==> config.mk <==
export PLATFORM = sky130hd
export DESIGN_NAME = oam_dma
export DESIGN_NICKNAME = d
export VERILOG_FILES = /design/src/rtl/oam_dma.sv
export SDC_FILE = /design/constraint.sdc
export NUM_CORES = 1
export LEC_CHECK = 0
export BUFFER_PORTS_ARGS = -buffer_cell sky130_fd_sc_hd__buf_2
export CAP_MARGIN = 20
export CORE_MARGIN = 2
export CORE_UTILIZATION = 39
export DETAILED_ROUTE_END_ITERATION = 8
export PLACE_DENSITY = 0.79
export SYNTH_ARGS = -nofsm -noshare
export SYNTH_HDL_FRONTEND = slang
export SYNTH_SLANG_ARGS = --single-unit
==> constraint.sdc <==
create_clock -name clockgb -period 1.6 [get_ports clockgb]
set_clock_uncertainty 0.1 [all_clocks]
set_input_delay 0.08 -clock clockgb [delete_from_list [all_inputs] [get_ports clockgb]]
set_output_delay 0.08 -clock clockgb [all_outputs]
set_load 0.02 [all_outputs]
==> src/rtl/oam_dma.sv <==
// OAM DMA engine: copies COUNT bytes from {src_hi,00} to OAM_BASE.
// A CPU store to DMA_REG starts a transfer, or restarts one already running.
module oam_dma #(
  parameter logic [15:0] DMA_REG  = 16'hff46,
  parameter logic [15:0] OAM_BASE = 16'hfe00,
  parameter int          COUNT    = 160
) (
  input  logic        clockgb,
  input  logic        resetn,
  input  logic [15:0] address,
  input  logic [7:0]  indata,
  output logic [7:0]  outdata,
  input  logic        load,
  input  logic        store,
  output logic [15:0] dma_address,
  input  logic [7:0]  dma_indata,
  output logic [7:0]  dma_outdata,
  output logic        dma_load,
  output logic        dma_store,
  output logic        busy
);

  typedef enum logic [1:0] {
    IDLE  = 2'd0,
    READ  = 2'd1,
    WRITE = 2'd2
  } state_t;

  localparam logic [7:0] LAST = 8'(COUNT - 1);

  state_t      r_state;
  state_t      w_state_nxt;
  logic [7:0]  r_idx;
  logic [7:0]  w_idx_nxt;
  logic [7:0]  r_src_hi;
  logic        r_rd_sel;
  logic        w_sel_wr;
  logic        w_sel_rd;
  logic [7:0]  w_eff_hi;
  logic [15:0] w_src_addr;
  logic [15:0] w_dst_addr;

  assign w_sel_wr = store && (address == DMA_REG);
  assign w_sel_rd = load && (address == DMA_REG);

  // Echo RAM at e000-fdff mirrors c000-ddff.
  assign w_eff_hi = (r_src_hi >= 8'he0) ? (r_src_hi - 8'h20) : r_src_hi;

  assign w_src_addr = {w_eff_hi, 8'h00} + {8'h00, r_idx};
  assign w_dst_addr = OAM_BASE + {8'h00, r_idx};

  always_ff @(posedge clockgb or negedge resetn) begin
    if (!resetn) begin
      r_state  <= IDLE;
      r_idx    <= 8'h00;
      r_src_hi <= 8'h00;
      r_rd_sel <= 1'b0;
    end else begin
      r_state  <= w_state_nxt;
      r_idx    <= w_idx_nxt;
      r_rd_sel <= w_sel_rd;
      if (w_sel_wr)
        r_src_hi <= indata;
    end
  end

  always_comb begin
    w_state_nxt = r_state;
    w_idx_nxt   = r_idx;
    if (w_sel_wr) begin
      w_state_nxt = READ;
      w_idx_nxt   = 8'h00;
    end else begin
      unique case (r_state)
        IDLE: begin
          w_state_nxt = IDLE;
        end
        READ: begin
          w_state_nxt = WRITE;
        end
        WRITE: begin
          if (r_idx == LAST) begin
            w_state_nxt = IDLE;
          end else begin
            w_state_nxt = READ;
            w_idx_nxt   = r_idx + 8'd1;
          end
        end
        default: begin
          w_state_nxt = IDLE;
        end
      endcase
    end
  end

  always_comb begin
    dma_address = 16'h0000;
    dma_outdata = 8'h00;
    dma_load    = 1'b0;
    dma_store   = 1'b0;
    unique case (r_state)
      READ: begin
        dma_address = w_src_addr;
        dma_load    = 1'b1;
      end
      WRITE: begin
        dma_address = w_dst_addr;
        dma_store   = 1'b1;
        dma_outdata = dma_indata;
      end
      default: begin
        dma_address = 16'h0000;
      end
    endcase
  end

  assign busy    = (r_state != IDLE);
  assign outdata = r_rd_sel ? r_src_hi : 8'h00;

endmodule

# Word level (Yosys, flattened, before mapping)
# Cells that the tools add are included.
# op_classes
muxes	12
n_lt_le_gt_ge	1
eq_ne	5
add_sub_neg	4
n_reduce_logical	5
# ops
cell	n
8-bit two-way mux	6
16-bit case mux with 2 select lines	1
16-bit by 8-bit adder with 16-bit output	1
16-bit equality test (second input constant)	1
10-bit by 9-bit adder with 11-bit output (first input constant)	1
8-bit by 1-bit adder with 8-bit output (second input constant)	1
8-bit equality test (second input constant)	1
8-bit greater-or-equal comparator (second input constant)	1
8-bit by 6-bit subtractor with 8-bit output (second input constant)	1
2-bit case mux with 2 select lines	1
2-bit nonzero test	2
1-bit two-way mux	3
2-bit by 1-bit equality test with 1-bit output (second input constant)	1
2-bit equality test (second input constant)	1
1-bit logical AND	2
2-bit two-way mux	1
2-bit != test (second input constant)	1
2-bit AND reduction	1
# totals
input_bits	36
reg_bits	19

# Longest topological paths before layout
# depth
depth_word	4
depth_mapped	6

# Worst setup path after synthesis
# No wires, ideal clock.
# synth_timing
kind	input port to flip-flop
startpoint	input address[0]
endpoint	register r_src_hi[0]
arrival_ps	1556
path_slack_ps	-181
setup_time_ps	125
path_stages	5
path_buffers	1
path_cell_list	or4b_4 > nor4_4 > and2_4 > buf_12 > mux2_4
# synth_between
elab_chain_cells	2
# synth_lines
element	line	source
from (decl)	10	input logic [15:0] address,
16-bit equality test	43	assign w_sel_wr = store && (address == DMA_REG);
1-bit logical AND	43	
to (signal assigned)	63	r_src_hi <= indata;
to (decl)	35	logic [7:0] r_src_hi;
# No other way between the ends.
# A chain may end at the register's enable or synchronous reset.

# Final worst setup path
# layout_timing
startpoint	register r_state[0]
endpoint	output dma_address[10]
# layout_between
elab_chain_cells	2
# layout_lines
element	line	source
from (decl)	31	state_t r_state;
from (signal assigned)	59	r_state <= w_state_nxt;
2-bit equality test / 2-bit by 1-bit equality test with 1-bit output (equally long branches)	101	unique case (r_state)
16-bit case mux with 2 select lines (*)	101	
to (decl)	15	output logic [15:0] dma_address,
# Mark *: on every way between the ends. The rest lies on a longest branch, timed or not.

==> run metrics <==
Pwr Density=545 mW/mm²; sequential area share after synthesis=0.379; sequential share of power=0.491; GRT Util Overall=0.201; Max Fclk=566 MHz; failing checks=setup timing; clock share of power=0.197; CP cell instances=inv_2, buf_12, ha_4, buf_4, nand2_4, nand2_1, buf_6; final cell utilization of the core=0.724; maximum vdd drop=282 µV; DR iter-0 viols=73; Placed Cells=255; YS warnings=0; design area=0.00221 mm²; number of synthesized flops with an enable pin=0; final setup margin=-165 ps; Slew @ Worst Pin=408 ps; worst hold path type=input pin to async pin; IO Count=71; top cells by count, synth=19 x and2_1, 19 x dfrtp_1, 17 x nand2_1; Critical R2R Launch=r_state[0]$_DFF_PN0_; Antenna Violating Nets Remaining=0; CP Capture Type=output port; final worst path period share=1.10; leading area contributor after synthesis=dfrtp_1; chip height=60.7 µm; Multi-input gate area=843 µm²; vias in the first global route=1288; worst hold slack=130 ps; Slew Limit Headroom=0.728; Total Neg Setup Slack=-3220 ps; Root Buffer=clkbuf_4; Clock Latency Late Sink=290 ps; RD Place Congestion=0.785; global-route wire length before repair=5460 µm; clock buffer depth=2; Final Hold Viols=0; Largest stage delay, worst path=400 ps; Worst EP required=1420 ps; Slew Viols, Final=0; Reg area=475 µm²; ys flop type=dfrtp_1; CTS buffer count=3; Vias per Instance=4.88; slowest cell on the critical path=dfrtp_1; Mapped Avg Cell Area=9.36 µm²; Die X=60.7 µm; Setup CP Type=flop to output port; Switching Share=0.308; DRT Pass-1 Iters=4; starting density of the core=0.411; RSZ-0062 raised after global routing=yes; die area=0.00368 mm²; largest net degree at the start of global routing=20; # clock sinks=19; critical path startpoint category=flop; area share of the largest cell type after synthesis=0.379; Static Leakage=1.15 nW; Seq cells post-synth=19; Distinct cells, synth=33; outcome=finished with violations; FP Rows=20; dpl ws=-114 ps; fraction of layout cells with a size suffix above 1=0.561; drt wl/cell=14.6 µm; Synth Instances=134; combinational power share=0.312; post-synthesis net count=176; Fillers=219; Synth area leaders=dfrtp_1 38%, and2_1 9.5%, mux2_4 7.2%; Pint=833 µW; Critical Path AT=1590 ps; CTS tree=built; Pwr Total=1.20 mW; Worst Setup SP=r_state[0]$_DFF_PN0_; Final #Nets=280; Worst Path Max Fanout=8; detailed placement HPWL=2420 µm; H-tree depth=1; Placed Area=0.00171 mm²; initial antenna violation count=1; grt total ovfl=0; Syn-to-layout area delta=76.2%; Final setup viols=30; Max Cap Viol=0; P_sw=371 µW; Syn Std Cell Area=0.00125 mm²; PortBufs=70; Worst-path clk slew=110 ps; # DRC=0; Layout Cells excl Fill=282; async set or reset register ratio after synthesis=1.00; routed wire length=4110 µm; Placeable Area=0.00305 mm²; routed vias=1375; fin crit period=1770 ps
## layout make-up
type | instances | area share
inverter | 5 | 0.00849
tap | 44 | 0.0249
timing repair buffer | 104 | 0.357
clock buffer | 4 | 0.0119
multi-input combinational | 105 | 0.382
antenna | 1 | 0.00113
sequential | 19 | 0.215
## cells in the final DEF (no fill, tap or decap), drive strengths merged
cell         count
mux2             6
o21ai            7
nand3            9
nand4b           1
diode            1
nor4             1
and4             2
and2            20
ha               6
o31ai            1
xor2             2
o2111ai          1
and3             1
nor2             8
nand2b           1
a21oi            1
o311ai           1
or4b             1
nor3             3
mux2i            1
nand4bb          1
dlygate4sd3     11
clkbuf           4
o21a             1
nor2b            8
xnor2            1
nand4            3
nand2           17
dfrtp           19
o211ai           1
buf             93
inv              5
## layer usage
layer	track usage	vias up	wire [µm]
met3	0.0299	6	265
met2	0.335	75	2100
met1	0.250	630	1660
li1	-	664	-
met5	0	-	0
met4	0.109	0	88
## timing repair
item / 4_1_cts / 5_1_grt
setup buffers: 5 / 6
pin swaps: 8 / 8
endpoints found under the hold margin: 29 / 0
hold buffers: 11 / 0
gates resized for setup: 33 / 48
endpoints found under the setup margin: 28 / 31
## path summary, 6_finish.rpt
check	endpoint	depth (start not counted)	slack, ps
max	dma_address[10]	7	-170
min	r_src_hi[0]$_DFFE_PN0N_	2	130
max reg2reg	r_idx[5]$_DFFE_PN0P_	8	-120
min reg2reg	r_src_hi[3]$_DFFE_PN0N_	1	460
max in group asynchronous	r_idx[6]$_DFFE_PN0P_	2	980
min in group clockgb	r_src_hi[5]$_DFFE_PN0N_	6	220
## worst max-delay path, delay by kind of cell, from the launching register on
kind                       cells  cell delay [ps]
buffers and inverters          4              500
DFF                            1              400
and+or+nand+nor                2              220
adders and majority gates      1              170
## cell families (layout without fill, tap and decap cells)
family / after synthesis / after routing / share of synthesized area
AND/OR/NAND/NOR: 76 / 76 / 0.347
other: 0 / 1 / 0
buffers and inverters: 10 / 113 / 0.0489
flip-flops: 19 / 19 / 0.379
adder cells (fa/ha/maj): 6 / 6 / 0.0599
XOR/XNOR: 3 / 3 / 0.0210
AO/OA/AOI/OAI: 13 / 13 / 0.0639
multiplexers: 7 / 7 / 0.0798
## power by group through the flow
stage / logic [mW] / clock network [mW] / registers [mW]
floorplan: 0.126 / 0 / 0.612
global placement: 0.317 / 0 / 0.592
finish: 0.376 / 0.237 / 0.591
global route: 0.407 / 0.259 / 0.601
detailed placement: 0.333 / 0 / 0.596
CTS: 0.355 / 0.233 / 0.586
## sequential cells by signal, indices dropped and copies added (netlist names)
signal,count
r_state,2
r_rd_sel,1
r_idx,8
r_src_hi,8
(Power assumes the default switching activity.)
